$ cat config.mk
export PLATFORM = sky130hd
export DESIGN_NAME = common_rrarb4_ctrl
export DESIGN_NICKNAME = d
export VERILOG_FILES = /design/src/rtl/common_rrarb4_ctrl.sv
export SDC_FILE = /design/constraint.sdc
export NUM_CORES = 1
export LEC_CHECK = 0
export ABC_AREA = 0
export BUFFER_PORTS_ARGS = -buffer_cell sky130_fd_sc_hd__buf_2
export CORE_AREA = 2 2 39 41
export DETAILED_ROUTE_END_ITERATION = 8
export DIE_AREA = 0 0 41 43
export HOLD_SLACK_MARGIN = 0.15
export PLACE_DENSITY = 0.8
export SYNTH_ARGS = -nofsm -noshare
export SYNTH_HDL_FRONTEND = slang
export SYNTH_SLANG_ARGS = --single-unit
$ cat constraint.sdc
create_clock -name clk -period 1.9 [get_ports clk]
set_clock_uncertainty 0.05 [all_clocks]
set_input_delay 0.095 -clock clk [delete_from_list [all_inputs] [get_ports clk]]
set_output_delay 0.095 -clock clk [all_outputs]
set_load 0.02 [all_outputs]
$ cat src/rtl/common_rrarb4_ctrl.sv
// common_rrarb4_ctrl
//   Four-way round-robin arbiter and sequencer for a shared single-beat resource
//   port. Registers a one-hot grant, offers it to the resource through a
//   valid/ready handshake, pulses ack to the winner on accept and rotates
//   priority to the requester after the winner.
//
// Ports
//   clk      in   clock, all state on rising edge
//   resetn   in   asynchronous active-low reset
//   req      in   [3:0] per-requester request level, held until matching ack
//   lock     in   hold the grant on the current winner (COMMON_RRARB4_LOCK_EN only)
//   o_ready  in   shared resource accepts the current beat
//   o_valid  out  a grant is active and a beat is offered
//   gnt      out  [3:0] registered one-hot grant, zero when idle
//   gidx     out  [1:0] binary index of the granted requester
//   ack      out  [3:0] one-cycle pulse to the winner on accept
//   busy     out  equals o_valid
//
// Configuration
//   COMMON_RRARB4_LOCK_EN  when defined, an accept with lock=1 and the winner
//                          still requesting keeps the same grant (bursts).
//                          When undefined, lock is ignored.

module common_rrarb4_ctrl (
  input  logic       clk,
  input  logic       resetn,
  input  logic [3:0] req,
  input  logic       lock,
  input  logic       o_ready,
  output logic       o_valid,
  output logic [3:0] gnt,
  output logic [1:0] gidx,
  output logic [3:0] ack,
  output logic       busy
);

  typedef enum logic {StIdle, StGrant} state_e;

  state_e     state_q;
  logic [1:0] ptr_q;
  logic [1:0] base;
  logic [1:0] win;
  logic [1:0] cand;
  logic       found;
  logic       any_req;
  logic       accept;
  logic       hold;

  assign any_req = |req;
  assign o_valid = (state_q == StGrant);
  assign busy    = o_valid;
  assign accept  = o_valid & o_ready;
  assign ack     = gnt & {4{accept}};

`ifdef COMMON_RRARB4_LOCK_EN
  assign hold = lock & req[gidx];
`else
  logic unused_lock;
  assign unused_lock = lock;
  assign hold        = 1'b0;
`endif

  // In GRANT the search is only consumed on accept, where the pointer is about
  // to become gidx+1; using that directly gives zero-bubble re-arbitration.
  always_comb begin
    base  = (state_q == StGrant) ? gidx + 2'd1 : ptr_q;
    win   = base;
    cand  = base;
    found = 1'b0;
    for (int i = 0; i < 4; i++) begin
      cand = base + i[1:0];
      if (!found && req[cand]) begin
        win   = cand;
        found = 1'b1;
      end
    end
  end

  always_ff @(posedge clk or negedge resetn) begin
    if (!resetn) begin
      state_q <= StIdle;
      ptr_q   <= 2'd0;
      gnt     <= 4'b0000;
      gidx    <= 2'd0;
    end else begin
      unique case (state_q)
        StIdle: begin
          if (any_req) begin
            state_q <= StGrant;
            gidx    <= win;
            gnt     <= 4'b0001 << win;
          end
        end
        StGrant: begin
          if (o_ready && !hold) begin
            ptr_q <= gidx + 2'd1;
            if (any_req) begin
              gidx <= win;
              gnt  <= 4'b0001 << win;
            end else begin
              state_q <= StIdle;
              gidx    <= 2'd0;
              gnt     <= 4'b0000;
            end
          end
        end
        default: state_q <= StIdle;
      endcase
    end
  end

endmodule

==> results of run 1 <==
[logic make-up after synthesis]
| kind of cell | after synthesis |
|---|---|
| DFF | 9 |
| xor gates and xnor gates | 1 |
| buffers and inverters | 4 |
| and+or+nand+nor | 24 |
| AOI/OAI and AO/OA | 21 |
[cell type report]
cell class / count / area (µm²) / area share, %
multi-input combinational: 46 / 330 / 43.3
inverter: 2 / 7.51 / 0.984
sequential: 9 / 226 / 29.7
tap: 16 / 20.0 / 2.62
timing repair buffer: 25 / 153 / 20.0
clock buffer: 4 / 26.3 / 3.44
[worst register-to-register path: stages (launching register included)]
cell     delay, ns
dfrtp_1       0.46
xnor2_2       0.18
and3_1        0.20
o32a_1        0.35
o221a_1       0.28
a32o_1        0.22
[registers in the layout (all words and copies together) (netlist names)]
name,cells
gnt,4
busy,1
gidx,2
ptr_q,2
[synthesized netlist by cell type]
master    number  area [µm²]
a21oi_1        2        10.0
a221oi_1       1        8.76
a311oi_1       1        8.76
a31o_1         1        8.76
a31oi_1        1        6.26
a32o_1         4        40.0
and3_1         5        31.3
and3b_1        1        8.76
buf_2          1        5.00
buf_4          1        7.51
dfrtp_1        9         225
inv_1          2        7.51
nand2_1        4        15.0
nand2b_1       3        18.8
nand3_1        1        5.00
nor2_1         2        7.51
nor2b_1        3        18.8
nor3_1         1        5.00
nor3b_1        2        15.0
nor4_1         1        6.26
o211ai_1       1        7.51
o21a_1         1        7.51
o21ai_0        3        15.0
o21ai_1        1        5.00
o221a_1        1        11.3
o221ai_1       1        8.76
o311a_1        1        10.0
o31ai_2        1        12.5
o32a_1         1        10.0
or2_1          1        6.26
xnor2_1        1        8.76
[stage by stage]
stage	hold WS, ns	power (mW)	util, %
after floorplan	-0.251	0.468	-
after global placement	-0.0937	0.569	48.7
after detailed placement	-0.0915	0.575	48.7
after CTS	0.166	0.734	53.5
after global routing	0.209	0.813	55.2
final	0.207	0.759	55.2
[report_power, final]
part	switching [mW]	internal, mW	total (mW)
Combinational	0.174	0.149	0.323
Clock	0.0684	0.0810	0.149
Sequential	0.0514	0.235	0.286
Total	0.294	0.465	0.759
[routing by layer]
layer	up-vias	GRT usage (%)	routed length, µm	part of all wire [%]
met5	-	0	0	0
met1	290	27.9	681	43
met3	4	5.24	62	3.9
li1	287	-	-	-
met2	20	29.1	800	50
met4	0	10.0	41	2.6
[path summary, 6_finish.rpt]
check	start	endpoint	depth (start not counted)
min reg2reg	gnt[1]	gnt[1]	1
max reg2reg	gidx[1]	gnt[3]	5
max in group asynchronous	resetn	gidx[0]	2
min in group clk	req[2]	gidx[0]	4
min	resetn	busy	2
max	gidx[1]	gnt[3]	5
[what timing repair did]
action	4_1_cts	5_1_grt
setup endpoints to repair	0	6
resized for setup	0	3
buffers inserted	0	1
hold buffers	4	0
hold endpoints to repair	10	0
[cells in the final DEF, fill, tap and decap left out, types with 2 or more instances in the layout]
cell | Yosys | routed
a21oi_1 | 2 | 2
inv_1 | 2 | 2
clkbuf_4 | 0 | 3
nor2_1 | 2 | 2
a32o_1 | 4 | 4
dlygate4sd3_1 | 0 | 4
buf_4 | 1 | 3
dfrtp_1 | 9 | 8
and3_1 | 5 | 5
nor2b_1 | 3 | 3
nand2b_1 | 3 | 3
nand2_1 | 4 | 4
buf_2 | 1 | 18
o21ai_0 | 3 | 3
nor3b_1 | 2 | 2
==> metrics.yaml, run 1 <==
run_status:
  status: "completed"
sta:
  report.final.setup_viol: 0
  min_period_ns: 1.85
  fmax_mhz: 541
  tightest_slew_ns: 0.609
  slew_violations: 0
  hold_viol_final: 0
  min_period_over_period_pct: 97.3
  relSlewSlack_pct: 59.1
  fin_tns_setup_ns: 0
  fin_ws_ns: 0.0506
yosys:
  synth_area_um2: 562
  synth_top_family_by_area: "compound AO/OA/AOI/OAI gates"
  synth_xor_area_share_pct: 1.56
  avgSynthCellArea_um2: 9.52
  syn-num-nets: 67
  yosys_warnings: 0
  yosysUniqueCellTypes: 31
  synthCells: 59
  synth_seq_cells: 9
  synth_compound_area_share_pct: 30.3
  synthAdderAreaFrac_pct: 0
  yosys.area_share.simple_pct: 24.5
  synth.area.mux_share_pct: 0
  yosysSeqAreaShare_pct: 40.1
worst_setup_path:
  crit_buf_inv: 0
  endpoint_kind: "flop"
  reg2reg_slack_ns: 0.05
  crit_path_start_kind: "flop"
  cp_slowest_cell: "dfrtp_1"
  cp_max_fo: 5
  crit_chain: "xnor2_2, and3_1, o32a_1, o221a_1, a32o_1"
  required_ns: 2.00
  crit_type: "flop to flop"
  cp.arrival_ns: 1.95
  slowest_delay_ns: 0.46
  cp_top_family: "compound AO/OA/AOI/OAI gates"
routing:
  first_pass_iters: 4
  drt-total-wl_um: 1590
  post_drt_wl_per_cell_um: 15.5
  via_per_inst: 5.89
  drt_iter0_drc: 11
  vias: 601
  postRouteAntennaNets: 0
  drc_errors: 0
clock_network:
  cts_tree: "done"
  cts.sinks: 9
  clockBufferDepth: 2
  clk_latency_ns: 0.26
  cts_made_buffers: 3
  clockRootBuffer: "clkbuf_4"
  clk_transition_reported_paths_ns: 0.06
  htree_num_levels: 1
finish:
  area_growth_pct: 35.9
  num_antenna_cells: 0
  nFillCells: 127
  finalNetCount: 95
  stdcell_count: 102
  fin_area_um2: 763
  layout-drive-gt1-share_pct: 32.6
floorplan:
  rows: 14
  die_area_um2: 1760
  dieHeight_um: 43
  coreArea_um2: 1380
  initial_core_util_pct: 40.6
  ios: 20
  die_w_um: 41
grt:
  grt_max_degree: 12
  grt_pass1_wl_um: 2380
  overflow: 0
  grt_pass1_vias: 540
  antenna_found_initial: 0
  grt_usage_pct: 20.5
placed_design:
  post-dp-hpwl_um: 1000
  post-place-ws_ns: 0.0758
  globalplace.congestion: 0.719
  dp_cells: 93
  place_area_um2: 674
  portBuffers: 18
worst_hold_path:
  hold_path.class: "input port to asynchronous set/reset pin"
pwr:
  ir_drop_mv: 0.489
  power.density_nw_per_um2: 994
  static-leakage-power_nw: 0.364
flow_run:
  cap_violations: 0
Note: power is estimated with default switching activity, not from simulation.
==> run 2: changes to the inputs <==
--- a/config.mk
+++ b/config.mk
@@ -10,2 +10,3 @@
 export CORE_AREA = 2 2 39 41
+export CTS_CLUSTER_SIZE = 20
 export DETAILED_ROUTE_END_ITERATION = 8
==> constraint.sdc (replaced) <==
create_clock -name clk -period 1.9 [get_ports clk]
set_clock_uncertainty 0.05 [all_clocks]
set_input_delay 0.38 -clock clk [delete_from_list [all_inputs] [get_ports clk]]
set_output_delay 0.38 -clock clk [all_outputs]
set_load 0.02 [all_outputs]
==> metrics.yaml, run 2 (synthesized netlist as in run 1, its figures left out) <==
clock_network:
  clk_transition_reported_paths_ns: 0.06  # about the same
  htree_num_levels: 1  # unchanged
  post_cts_buffers: 0  # unchanged
  cts.sinks: 9  # unchanged
  cts_tree: "done"
  clockBufferDepth: 2  # unchanged
  cts_made_buffers: 3  # unchanged
  clk_latency_ns: 0.26  # about the same
  clockRootBuffer: "clkbuf_4"
pwr:
  p_int_mw: 0.453  # -2.6%
  static-leakage-power_nw: 0.349  # -4.2%
  pwr-share-clk_pct: 20.2  # +0.5 points
  pwr-share-seq_pct: 38.5  # +0.8 points
  switching_share_pct: 37.8  # -0.87 points
  power.density_nw_per_um2: 994  # about the same
  p_sw_mw: 0.276  # -6.1%
  ir_drop_mv: 0.505  # +3.3%
  comb_power_share_pct: 41.3  # -1.3 points
routing:
  drc_errors: 0  # unchanged
  vias: 586  # -2.5%
  post_drt_wl_per_cell_um: 13.1  # -16%
  drt_iter0_drc: 7  # -4
  first_pass_iters: 4  # unchanged
  drt-total-wl_um: 1310  # -17%
  via_per_inst: 5.86  # -0.55%
  postRouteAntennaNets: 0  # unchanged
sta:
  relSlewSlack_pct: 75.9  # +17 points
  hold_viol_final: 0  # unchanged
  fin_tns_setup_ns: 0  # unchanged
  fmax_mhz: 549  # +1.6%
  fin_hold_ws_ns: 0.349  # +0.142 ns
  rsz0062_at_grt: "false"
  min_period_ns: 1.82  # -0.0288 ns
  tightest_slew_ns: 0.359  # -0.250 ns
  report.final.setup_viol: 0  # unchanged
  slew_violations: 0  # unchanged
  min_period_over_period_pct: 95.8  # -1.5 points
worst_setup_path:
  slowest_delay_ns: 0.44  # -0.02 ns
  crit_path_start_kind: "flop"
  required_ns: 2.00  # about the same
  cp_slowest_cell: "dfrtp_2"
  cp_top_family: "compound AO/OA/AOI/OAI gates"
  reg2reg_slack_ns: 0.08  # +0.03 ns
  crit_buf_inv: 0  # unchanged
  cp.arrival_ns: 1.92  # -0.03 ns
  endpoint_kind: "flop"
  cp_max_fo: 7  # +2
  crit_chain: "xnor2_1, and3_1, o32a_1, o221a_1, a32o_1"
  crit_type: "flop to flop"
floorplan:
  initial_core_util_pct: 40.6  # unchanged
  die_w_um: 41  # unchanged
  dieHeight_um: 43  # unchanged
  rows: 14  # unchanged
  die_area_um2: 1760  # unchanged
  coreArea_um2: 1380  # unchanged
  ios: 20  # unchanged
placed_design:
  portBuffers: 18  # unchanged
  globalplace.congestion: 0.719  # -0.13%
  post-dp-hpwl_um: 1020  # +1.2%
  place_area_um2: 689  # +2.2%
finish:
  final_common_cell: "buf_2"
  top_register: "gnt"
  final_cell_mix: "18 x buf_2, 8 x dfrtp_1, 5 x and3_1"
  layout-drive-gt1-share_pct: 33.3  # +0.78 points
  reg.largest.list: "gnt x4, gidx x2, ptr_q x2"
  num_antenna_cells: 0  # unchanged
  finalNetCount: 93  # -2.1%
  largest_reg_flops: 4  # unchanged
  fin_area_um2: 733  # -3.9%
  area_growth_pct: 30.5
grt:
  antenna_found_initial: 0  # unchanged
  grt_pass1_vias: 492  # -8.9%
  grt_pass1_wl_um: 1980  # -17%
  grt_usage_pct: 16.4  # -4.1 points
  overflow: 0  # unchanged
  grt_max_degree: 13  # +1
run_status:
  status: "completed"
worst_hold_path:
  hold_path.class: "input port to flop"
flow_run:
  cap_violations: 0  # unchanged
run 2: final timing paths:
kind,from,to,cells past startpoint
worst max-delay path,gidx[0],gnt[3],5
max in group asynchronous,resetn,gidx[0],2
worst max register to register,gidx[0],gnt[3],5
min in group asynchronous,resetn,busy,2
worst min register to register,gnt[1],gnt[1],1
worst min-delay path,req[3],busy,3
run 2: routing by layer:
metal	wire length (µm)	track usage [%]	vias up
met5	0	0	-
li1	-	-	282
met4	13	6.00	0
met3	58	3.14	4
met2	632	25.6	11
met1	605	21.5	289
run 2: timing repair:
action | CTS | global route
endpoints found under the setup margin | 0 | 3
gates resized for setup | 0 | 2
hold endpoints to repair | 9 | 0
hold buffers | 1 | 0
run 2: final cells by class:
type                    count  area, µm²
fillers                   129        651
multi-input cells          46        323
flip-flops and latches      9        226
repair buffers             23        130
clock buffers               4       26.3
well taps                  16       20.0
inverters                   2       7.51
run 2: through the flow:
| stage | worst slack [ns] | cells | total power [mW] | util [%] |
|---|---|---|---|---|
| after floorplan | 0.0924 | 59 | 0.468 | - |
| after global placement | 0.0867 | 95 | 0.573 | 49.8 |
| after detailed placement | 0.0619 | 95 | 0.578 | 49.8 |
| after CTS | 0.0518 | 100 | 0.727 | 52.4 |
| after global routing | 0.0148 | 100 | 0.778 | 53.0 |
| final | 0.0794 | 100 | 0.729 | 53.0 |
run 2: power by group through the flow:
stage	Combinational, mW	Sequential [mW]	Clock [mW]
global route	0.329	0.288	0.162
finish	0.301	0.281	0.147
detailed placement	0.295	0.283	0
floorplan	0.158	0.311	0
global placement	0.291	0.281	0
CTS	0.298	0.279	0.149
run 2: worst reg2reg max path: stages (launching register included):
cell and delay (ns):
dfrtp_2 0.44, xnor2_1 0.18, and3_1 0.20, o32a_1 0.34, o221a_1 0.28, a32o_1 0.22
